<file path="src/rtl/sevenseg_pkg.sv">
// sevenseg_pkg
// Shared definitions for the seven-segment reader path:
//   - SEG_CODES      : active-low gfedcba patterns for hex digits 0..F
//   - state_t        : reader FSM states (IDLE, TRACK, HELD)
//   - pattern_to_hex : pattern lookup returning {hit, nibble}
package sevenseg_pkg;

    typedef enum logic [1:0] {
        IDLE  = 2'd0,
        TRACK = 2'd1,
        HELD  = 2'd2
    } state_t;

    // Index k holds the active-low segment pattern (bit 6 = g, bit 0 = a) for hex digit k.
    localparam logic [6:0] SEG_CODES [16] = '{
        7'b1000000, 7'b1111001, 7'b0100100, 7'b0110000,
        7'b0011001, 7'b0010010, 7'b0000010, 7'b1111000,
        7'b0000000, 7'b0010000, 7'b0001000, 7'b0000011,
        7'b1000110, 7'b0100001, 7'b0000110, 7'b0001110
    };

    // Returns {1'b1, digit} for a known pattern, {1'b0, 4'h0} otherwise.
    function automatic logic [4:0] pattern_to_hex(input logic [6:0] pattern);
        logic [4:0] result;
        result = 5'b0_0000;
        for (int i = 0; i < 16; i++) begin
            if (pattern == SEG_CODES[i]) begin
                result = {1'b1, i[3:0]};
            end else begin
                result = result;
            end
        end
        return result;
    endfunction

endpackage

</file>
<file path="src/rtl/sevenseg_match.sv">
// sevenseg_match
// Combinational lookup of an active-low seven-segment pattern into a hex nibble.
// Ports:
//   pattern : input  [6:0] active-low segments, bit 6 = g ... bit 0 = a
//   hit     : output       pattern is one of the sixteen hex codes
//   nibble  : output [3:0] decoded digit (0 when hit is low)
module sevenseg_match
    import sevenseg_pkg::*;
(
    input  logic [6:0] pattern,
    output logic       hit,
    output logic [3:0] nibble
);

    logic [4:0] lookup_s;

    assign lookup_s = pattern_to_hex(pattern);
    assign hit      = lookup_s[4];
    assign nibble   = lookup_s[3:0];

endmodule

</file>
<file path="src/rtl/sevenseg_reader.sv">
// sevenseg_reader
// Reads a multiplexed active-low seven-segment bus back into hex digits. Each
// (segment, anode) sample must be stable for STABLE_CYCLES registered samples
// before the digit is captured; once every digit slot has been captured the
// frame is offered on a valid/ready handshake.
// Ports:
//   clock       : input              rising-edge clock
//   reset       : input              synchronous active-high reset
//   seg_n       : input  [6:0]       segment lines, active low (bit 6 = g, bit 0 = a)
//   an_n        : input  [NDIG-1:0]  digit enables, active low, one-hot-low or all high
//   value       : output [4*NDIG-1:0] captured frame, digit k in value[4k+3:4k]
//   valid       : output             value holds an unconsumed frame
//   ready       : input              consumer accepts value when valid && ready
//   err_pattern : output             one-cycle pulse, a stable pattern matched no hex code
//   err_anode   : output             one-cycle pulse on entering a multi-anode condition
//   overrun     : output             sticky, a frame completed while valid && !ready
module sevenseg_reader
    import sevenseg_pkg::*;
#(
    parameter int NDIG          = 4,
    parameter int STABLE_CYCLES = 4
) (
    input  logic              clock,
    input  logic              reset,
    input  logic [6:0]        seg_n,
    input  logic [NDIG-1:0]   an_n,
    output logic [4*NDIG-1:0] value,
    output logic              valid,
    input  logic              ready,
    output logic              err_pattern,
    output logic              err_anode,
    output logic              overrun
);

    localparam int CW = $clog2(STABLE_CYCLES + 1);
    localparam int IW = (NDIG > 1) ? $clog2(NDIG) : 1;
    localparam logic [CW-1:0] CNT_MAX = CW'(STABLE_CYCLES);
    localparam logic [CW-1:0] CNT_ONE = CW'(1);

    // Input stage and stability tracking
    logic [6:0]        seg_r;
    logic [NDIG-1:0]   an_r;
    logic [CW-1:0]     cnt_r;
    logic              changed_r;
    logic              an_bad_r;
    logic              changed_s;

    // Anode classification of the registered sample
    logic [NDIG-1:0]   active_s;
    logic [3:0]        low_cnt_s;
    logic [IW-1:0]     idx_s;
    logic              one_hot_s;
    logic              multi_s;

    // Pattern lookup
    logic              hit_s;
    logic [3:0]        nibble_s;

    // FSM
    state_t            state_r;
    state_t            state_next_s;
    logic              cap_en_s;
    logic              err_pat_s;

    // Frame assembly
    logic [NDIG-1:0]   mask_r;
    logic [NDIG-1:0]   mask_next_s;
    logic [NDIG-1:0]   cap_mask_s;
    logic [4*NDIG-1:0] slots_r;
    logic              frame_done_s;

    // Registered outputs
    logic [4*NDIG-1:0] value_r;
    logic              valid_r;
    logic              err_pattern_r;
    logic              err_anode_r;
    logic              overrun_r;

    // The counter compares the incoming sample with the registered one, so it
    // always states how many cycles the registered sample has been held.
    assign changed_s = ({seg_n, an_n} != {seg_r, an_r});

    // Input registers, change flag and saturating stability counter
    always_ff @(posedge clock) begin
        if (reset) begin
            seg_r     <= 7'h7F;
            an_r      <= {NDIG{1'b1}};
            cnt_r     <= {CW{1'b0}};
            changed_r <= 1'b0;
            an_bad_r  <= 1'b0;
        end else begin
            seg_r     <= seg_n;
            an_r      <= an_n;
            changed_r <= changed_s;
            an_bad_r  <= multi_s;
            if (changed_s) begin
                cnt_r <= CNT_ONE;
            end else if (cnt_r == CNT_MAX) begin
                cnt_r <= cnt_r;
            end else begin
                cnt_r <= cnt_r + CNT_ONE;
            end
        end
    end

    // Count active anodes and locate the (lowest) active one
    always_comb begin
        active_s  = ~an_r;
        low_cnt_s = 4'd0;
        idx_s     = {IW{1'b0}};
        for (int i = NDIG - 1; i >= 0; i--) begin
            low_cnt_s = low_cnt_s + {3'b000, active_s[i]};
            if (active_s[i]) begin
                idx_s = IW'(i);
            end else begin
                idx_s = idx_s;
            end
        end
        one_hot_s = (low_cnt_s == 4'd1);
        multi_s   = (low_cnt_s >= 4'd2);
    end

    sevenseg_match u_match (
        .pattern (seg_r),
        .hit     (hit_s),
        .nibble  (nibble_s)
    );

    // FSM state register
    always_ff @(posedge clock) begin
        if (reset) begin
            state_r <= IDLE;
        end else begin
            state_r <= state_next_s;
        end
    end

    // FSM next state, capture strobe and pattern-error strobe
    always_comb begin
        state_next_s = state_r;
        cap_en_s     = 1'b0;
        err_pat_s    = 1'b0;
        case (state_r)
            IDLE: begin
                if (one_hot_s) begin
                    state_next_s = TRACK;
                end else begin
                    state_next_s = IDLE;
                end
            end
            TRACK: begin
                if (!one_hot_s) begin
                    state_next_s = IDLE;
                end else if (cnt_r == CNT_MAX) begin
                    if (hit_s) begin
                        cap_en_s = 1'b1;
                    end else begin
                        err_pat_s = 1'b1;
                    end
                    state_next_s = HELD;
                end else begin
                    state_next_s = TRACK;
                end
            end
            HELD: begin
                // Any sample change re-arms tracking; the latest stable value wins.
                if (!one_hot_s) begin
                    state_next_s = IDLE;
                end else if (changed_r) begin
                    state_next_s = TRACK;
                end else begin
                    state_next_s = HELD;
                end
            end
            default: begin
                state_next_s = IDLE;
            end
        endcase
    end

    // Frame completion and next capture mask; a completing frame clears the mask
    always_comb begin
        frame_done_s = &mask_r;
        for (int i = 0; i < NDIG; i++) begin
            cap_mask_s[i] = cap_en_s && (idx_s == IW'(i));
        end
        if (frame_done_s) begin
            mask_next_s = cap_mask_s;
        end else begin
            mask_next_s = mask_r | cap_mask_s;
        end
    end

    // Capture mask and digit slots
    always_ff @(posedge clock) begin
        if (reset) begin
            mask_r  <= {NDIG{1'b0}};
            slots_r <= {(4 * NDIG){1'b0}};
        end else begin
            mask_r <= mask_next_s;
            if (cap_en_s) begin
                slots_r[{idx_s, 2'b00} +: 4] <= nibble_s;
            end else begin
                slots_r <= slots_r;
            end
        end
    end

    // Output frame register with valid/ready handshake and sticky overrun
    always_ff @(posedge clock) begin
        if (reset) begin
            value_r   <= {(4 * NDIG){1'b0}};
            valid_r   <= 1'b0;
            overrun_r <= 1'b0;
        end else if (frame_done_s) begin
            if (!valid_r || ready) begin
                value_r <= slots_r;
                valid_r <= 1'b1;
            end else begin
                overrun_r <= 1'b1;
            end
        end else if (valid_r && ready) begin
            valid_r <= 1'b0;
        end else begin
            valid_r <= valid_r;
        end
    end

    // Error pulses; err_anode fires only on the first cycle of a multi-anode sample
    always_ff @(posedge clock) begin
        if (reset) begin
            err_pattern_r <= 1'b0;
            err_anode_r   <= 1'b0;
        end else begin
            err_pattern_r <= err_pat_s;
            err_anode_r   <= multi_s && !an_bad_r;
        end
    end

    assign value       = value_r;
    assign valid       = valid_r;
    assign err_pattern = err_pattern_r;
    assign err_anode   = err_anode_r;
    assign overrun     = overrun_r;

endmodule

</file>
<file path="config.mk">
export PLATFORM = sky130hd
export DESIGN_NAME = sevenseg_reader
export DESIGN_NICKNAME = d
export VERILOG_FILES = /design/src/rtl/sevenseg_pkg.sv /design/src/rtl/sevenseg_match.sv /design/src/rtl/sevenseg_reader.sv
export SDC_FILE = /design/constraint.sdc
export NUM_CORES = 1
export LEC_CHECK = 0
export CORE_ASPECT_RATIO = 0.75
export CORE_UTILIZATION = 43
export CTS_BUF_LIST = sky130_fd_sc_hd__clkbuf_16
export DETAILED_ROUTE_END_ITERATION = 8
export PLACE_DENSITY = 0.71
export SYNTH_ARGS = -nofsm -noshare
export SYNTH_HDL_FRONTEND = slang
export SYNTH_SLANG_ARGS = --single-unit
</file>
<file path="constraint.sdc">
create_clock -name clock -period 4.6 [get_ports clock]
set_input_delay 0.92 -clock clock [delete_from_list [all_inputs] [get_ports clock]]
set_output_delay 0.92 -clock clock [all_outputs]
set_load 0.1 [all_outputs]
</file>
==> results.sh, run 1 <==
export IMPL_status="completed"
export IMPL_dieHeight_um=73.1
export IMPL_synthTopCellsByArea="dfxtp_1, nand2_1, a21oi_1"
export IMPL_finalWorstSetupSlack_ns=1.86
export IMPL_crit_start="an_r[0]$_SDFF_PP1_"
export IMPL_cts_tree="done"
export IMPL_cts_buffer_depth=2
export IMPL_cp_slowest_stage_delay_ns=0.54
export IMPL_syn_avg_cell_area_um2=9.11
export IMPL_regArea_um2=1160
export IMPL_path_cells="fa_1, inv_1, ha_1, inv_1, ha_1, nor2_1, nand2_1, nor2_2, o211a_4, mux2_4"
export IMPL_final_area_um2=3490
export IMPL_critical_path_top_delay_family="adder cells"
export IMPL_fp_dieW_um=96.8
export IMPL_ctsHoldBuffers=0
export IMPL_synth_area_leader_cell="dfxtp_1"
export IMPL_syn_nets=343
export IMPL_worstHoldPathType="reg2reg"
export IMPL_synth_distinct_cells=51
export IMPL_holdWs_ns=0.393
export IMPL_synth_edf_count=0
export IMPL_totalWireLength_mm=5.66
export IMPL_rsz0062_at_grt="false"
export IMPL_fin_crit_ns=2.74
export IMPL_portBuffers=33
export IMPL_dr_pass1_iters=4
export IMPL_slew_headroom=0.309
export IMPL_p_per_area_nw_per_um2=339
export IMPL_place_congestion=0.831
export IMPL_synth_seq_cells=58
export IMPL_power_leakage_nw=1.33
export IMPL_skew_ns=0.00434
export IMPL_cp_end_kind="flip-flop"
export IMPL_pwr_share_seq=0.448
export IMPL_maxCapViolations=0
export IMPL_hold_violations=0
export IMPL_finalMaxSlewViolations=0
export IMPL_postSynthCellCount=318
export IMPL_fin_util=0.544
export IMPL_die_area_um2=7070
export IMPL_core_area_um2=6410
export IMPL_layout_drive_gt1_share=0.100
export IMPL_grt_total_usage=0.178
export IMPL_grt_max_degree=33
export IMPL_clkSlewWorstSetupHoldPaths_ns=0.05
export IMPL_critical_path_arrival_ns=2.95
export IMPL_worst_pin_slew_ns=1.04
export IMPL_cts_resized=0
export IMPL_min_from="an_bad_r$_SDFF_PP0_"
export IMPL_power_switching_mw=0.275
export IMPL_rows=25
export IMPL_numCtsBuffers=9
export IMPL_use_met3=0.0623
export IMPL_nets=371
export IMPL_final_cells=431
export IMPL_drtIter0Drc=128
export IMPL_cts_setup_buffers=0
export IMPL_slowest_stage="fa_1"
export IMPL_share_comb_of_total_power=0.075
export IMPL_critPathRequiredTime_ns=4.81
export IMPL_grt_busiest_layer="met2"
export IMPL_cp_max_fo=6
export IMPL_ir_drop_v=0.000218
export IMPL_synthTopCellsByCount="dfxtp_1, nand2_1, a21oi_1"
export IMPL_synthFlopType="dfxtp_1"
export IMPL_vias_per_cell=5.14
export IMPL_switching_share=0.233
export IMPL_vias=2214
export IMPL_io_pins=34
export IMPL_synth_area_um2=2900
export IMPL_wl_per_cell_um=13.1
export IMPL_async_flop_share=0
export IMPL_grt_pass1_wl_mm=9.86
export IMPL_dpl_cell_area_um2=3240
export IMPL_n_antenna_cell=0
export IMPL_startpoint_type="flip-flop"
export IMPL_area_growth_pct=20.3
export IMPL_final_setup_viol_count=0
export IMPL_p_int_mw=0.905
export IMPL_dpl_worst_slack_ns=1.62
export IMPL_cts_max_level=3
export IMPL_met2_usage=0.267
export IMPL_post_dp_hpwl_mm=3.93
export IMPL_crit_buf_inv=2
export IMPL_clock_power_share=0.477
export IMPL_final_setup_tns_ns=0
export IMPL_overflow=0
export IMPL_grt_pass1_vias=2048
export IMPL_p_total_mw=1.18
export IMPL_insertion_delay_ns=0.32
export IMPL_synth_top_area_frac=0.401
export IMPL_ys_warn_count=0
export IMPL_drtAntennaViolNets=0
export IMPL_path_class="reg2reg"
export IMPL_worstReg2RegStart="an_r[0]$_SDFF_PP1_"
export IMPL_max_freq_ghz=0.365
export IMPL_n_fill_cell=589
export IMPL_placedCellCount=416
export IMPL_antenna_found_initial=0
export IMPL_root_buffer="clkbuf_16"
export IMPL_multi_input_area_um2=1590
export IMPL_drc=0
export IMPL_yosysMostFrequentCell="dfxtp_1"
export IMPL_final_period_utilization=0.596
export IMPL_clock_sinks=58
export IMPL_initial_core_util=0.452
export IMPL_synth_seq_area_share=0.401
export IMPL_met1_usage=0.231
per-layer routing:
| layer | wire (µm) | vias to the layer above |
|---|---|---|
| met5 | 0 | - |
| met4 | 104 | 0 |
| met3 | 239 | 10 |
| met2 | 2420 | 48 |
| met1 | 2900 | 1022 |
| li1 | - | 1134 |
cell families after synthesis:
family	synth area share
DFF	0.401
buffers and inverters	0.0492
muxes	0.0587
xor gates and xnor gates	0.0423
adders and majority gates	0.0501
and+or+nand+nor	0.256
AOI/OAI and AO/OA	0.142
worst register-to-register path, cell delays in order, from the launching register on:
cell	delay, ns
dfxtp_1	0.35
fa_1	0.54
inv_1	0.04
ha_1	0.19
inv_1	0.06
ha_1	0.23
nor2_1	0.09
nand2_1	0.12
nor2_2	0.42
o211a_4	0.29
mux2_4	0.30
power by group through the flow:
stage	Sequential, mW	Clock (mW)	Combinational [mW]
floorplan	0.534	0	0.0683
global placement	0.538	0	0.0865
detailed placement	0.539	0	0.0882
CTS	0.529	0.573	0.0889
global route	0.531	0.597	0.0978
finish	0.529	0.563	0.0886
path summary, 6_finish.rpt:
path,slack [ns],depth (start not counted),endpoint
min reg2reg,0.39,1,err_anode$_SDFF_PP0_
max,1.86,10,slots_r[1]$_SDFFE_PP0P_
max reg2reg,1.86,10,slots_r[1]$_SDFFE_PP0P_
min,0.39,1,err_anode$_SDFF_PP0_
final cells by class:
class / count / share of cell area
multi-input cells: 232 / 0.457
flip-flops and latches: 58 / 0.333
repair buffers: 34 / 0.0969
clock buffers: 9 / 0.0646
well taps: 81 / 0.0291
inverters: 11 / 0.0118
clock inverters: 6 / 0.00753
layout by cell type (no fill, tap or decap), types with 7 or more instances in the layout:
master	count
a21oi_1	28
clkbuf_16	9
clkdlybuf4s50_1	33
dfxtp_1	58
ha_1	10
inv_1	11
mux2i_1	11
nand2_1	53
nand2b_1	15
nor2_1	14
nor2b_1	7
or2_1	7
xnor2_1	12
state kept, by name (all words and copies together) (netlist names):
register / cells
changed_r: 1
valid: 1
seg_r: 7
err_pattern: 1
mask_r: 4
slots_r: 16
value: 16
overrun: 1
cnt_r: 3
an_bad_r: 1
an_r: 4
state_r: 2
err_anode: 1
(Power assumes the default switching activity.)
==> inputs of run 2 (changes only) <==
==> constraint.sdc (replaced) <==
create_clock -name clock -period 2.6 [get_ports clock]
set_input_delay 0.52 -clock clock [delete_from_list [all_inputs] [get_ports clock]]
set_output_delay 0.52 -clock clock [all_outputs]
set_load 0.1 [all_outputs]
==> run 2 against run 1 <==
Sequential power increased by 77%. Flip-flop and latch count unchanged. Non-clock buffer count increased by 15. Clock skew about the same. Hold slack got worse by 0.0023 ns. Clock-buffer cell count unchanged. Maximum frequency increased by 9.8%.
==> results.sh, run 2 (synthesized netlist as in run 1, its figures left out) <==
export IMPL_drtAntennaViolNets=0
export IMPL_worst_pin_slew_ns=0.588
export IMPL_min_path_cells=1
export IMPL_ir_drop_v=0.000479
export IMPL_power_leakage_nw=1.44
export IMPL_drtIter0Drc=92
export IMPL_skew_ns=0.00402
export IMPL_slowest_stage="fa_1"
export IMPL_area_growth_pct=23.5
export IMPL_core_area_um2=6410
export IMPL_final_area_um2=3580
export IMPL_cts_buffer_depth=2
export IMPL_grt_pass1_vias=2109
export IMPL_overflow=0
export IMPL_fin_crit_ns=2.50
export IMPL_finalMaxSlewViolations=0
export IMPL_fp_dieW_um=96.8
export IMPL_critical_path_arrival_ns=2.71
export IMPL_p_total_mw=2.14
export IMPL_final_setup_viol_count=0
export IMPL_vias=2286
export IMPL_layout_common_cells="dfxtp_1, nand2_1, buf_4"
export IMPL_dr_pass1_iters=4
export IMPL_hold_violations=0
export IMPL_numCtsBuffers=9
export IMPL_p_per_area_nw_per_um2=597
export IMPL_fin_util=0.558
export IMPL_cp_max_fo=5
export IMPL_grt_pass1_wl_mm=9.95
export IMPL_cp_depth=11
export IMPL_slew_headroom=0.605
export IMPL_drc=0
export IMPL_grt_max_degree=39
export IMPL_final_common_cell="dfxtp_1"
export IMPL_max_freq_ghz=0.400
export IMPL_path_cells="fa_1, inv_1, ha_1, inv_1, ha_1, nor2_2, nand2_2, nor2_4, buf_6, o211ai_4, mux2_4"
export IMPL_critical_path_top_delay_family="adder cells"
export IMPL_dpl_cell_area_um2=3230
export IMPL_die_area_um2=7070
export IMPL_cp_slowest_stage_delay_ns=0.55
export IMPL_root_buffer="clkbuf_16"
export IMPL_critPathRequiredTime_ns=2.82
export IMPL_portBuffers=33
export IMPL_totalWireLength_mm=5.81
export IMPL_antenna_found_initial=0
export IMPL_path_class="reg2reg"
export IMPL_startpoint_type="flip-flop"
export IMPL_clock_sinks=58
export IMPL_wl_per_cell_um=13.0
export IMPL_maxCapViolations=0
export IMPL_crit_buf_inv=3
export IMPL_place_congestion=0.800
export IMPL_vias_per_cell=5.11
export IMPL_worstHoldPathType="reg2reg"
export IMPL_worstRegToRegCells=11
export IMPL_clkSlewWorstSetupHoldPaths_ns=0.05
export IMPL_initial_core_util=0.452
export IMPL_status="completed"
export IMPL_cts_max_level=3
export IMPL_nets=386
export IMPL_io_pins=34
export IMPL_n_fill_cell=564
export IMPL_layout_drive_gt1_share=0.210
export IMPL_cts_tree="done"
export IMPL_final_period_utilization=0.960
export IMPL_post_dp_hpwl_mm=4.05
export IMPL_cp_end_kind="flip-flop"
export IMPL_n_antenna_cell=0
export IMPL_ctsHoldBuffers=0
export IMPL_rows=25
export IMPL_insertion_delay_ns=0.32
export IMPL_dieHeight_um=73.1
export IMPL_grt_total_usage=0.180
run 2: layer usage:
layer	GRT usage	up-vias	wire length, µm
met3	0.0517	11	268
met5	0	-	0
met1	0.242	1053	2850
met2	0.272	46	2590
li1	-	1176	-
met4	0.0796	0	100
run 2: what timing repair did:
item                                   in CTS  in global routing
setup endpoints to repair                   0                  3
setup buffers                               0                  9
endpoints found under the hold margin       0                  0
resized for setup                           0                  7
run 2: through the flow:
step	hold slack, ns	setup TNS (ns)	cells	worst slack, ns
finish	0.390	0	447	0.103
global route	0.399	-0.353	447	-0.0664
CTS	0.392	0	438	0.0928
detailed placement	0.387	0	422	0.0902
global placement	0.377	0	422	0.159
floorplan	0.367	0	318	0.0597
run 2: final cells by class:
| type | instances | area [µm²] | area share |
|---|---|---|---|
| Multi-Input combinational cell | 232 | 1600 | 0.448 |
| Sequential cell | 58 | 1160 | 0.326 |
| Timing Repair Buffer | 49 | 404 | 0.113 |
| Clock buffer | 9 | 225 | 0.0629 |
| Tap cell | 81 | 101 | 0.0283 |
| Inverter | 11 | 41.3 | 0.0115 |
| Clock inverter | 7 | 37.5 | 0.0105 |
run 2: final timing paths:
path	start	endpoint	slack (ns)
hold reg to reg	an_bad_r$_SDFF_PP0_	err_anode$_SDFF_PP0_	0.39
setup reg to reg	an_r[0]$_SDFF_PP1_	slots_r[13]$_SDFFE_PP0P_	0.10
setup / recovery	an_r[0]$_SDFF_PP1_	slots_r[13]$_SDFFE_PP0P_	0.10
hold / removal	an_bad_r$_SDFF_PP0_	err_anode$_SDFF_PP0_	0.39
run 2: report_power, final:
group / total, mW / internal [mW] / switching [mW]
registers: 0.936 / 0.907 / 0.0284
clock network: 1.03 / 0.630 / 0.398
logic: 0.172 / 0.0829 / 0.0890
run 2: worst reg2reg max path: stages (launching register included):
cell	delay, ns
dfxtp_2	0.34
fa_1	0.55
inv_1	0.04
ha_1	0.19
inv_1	0.06
ha_1	0.24
nor2_2	0.14
nand2_2	0.09
nor2_4	0.14
buf_6	0.16
o211ai_4	0.11
mux2_4	0.32
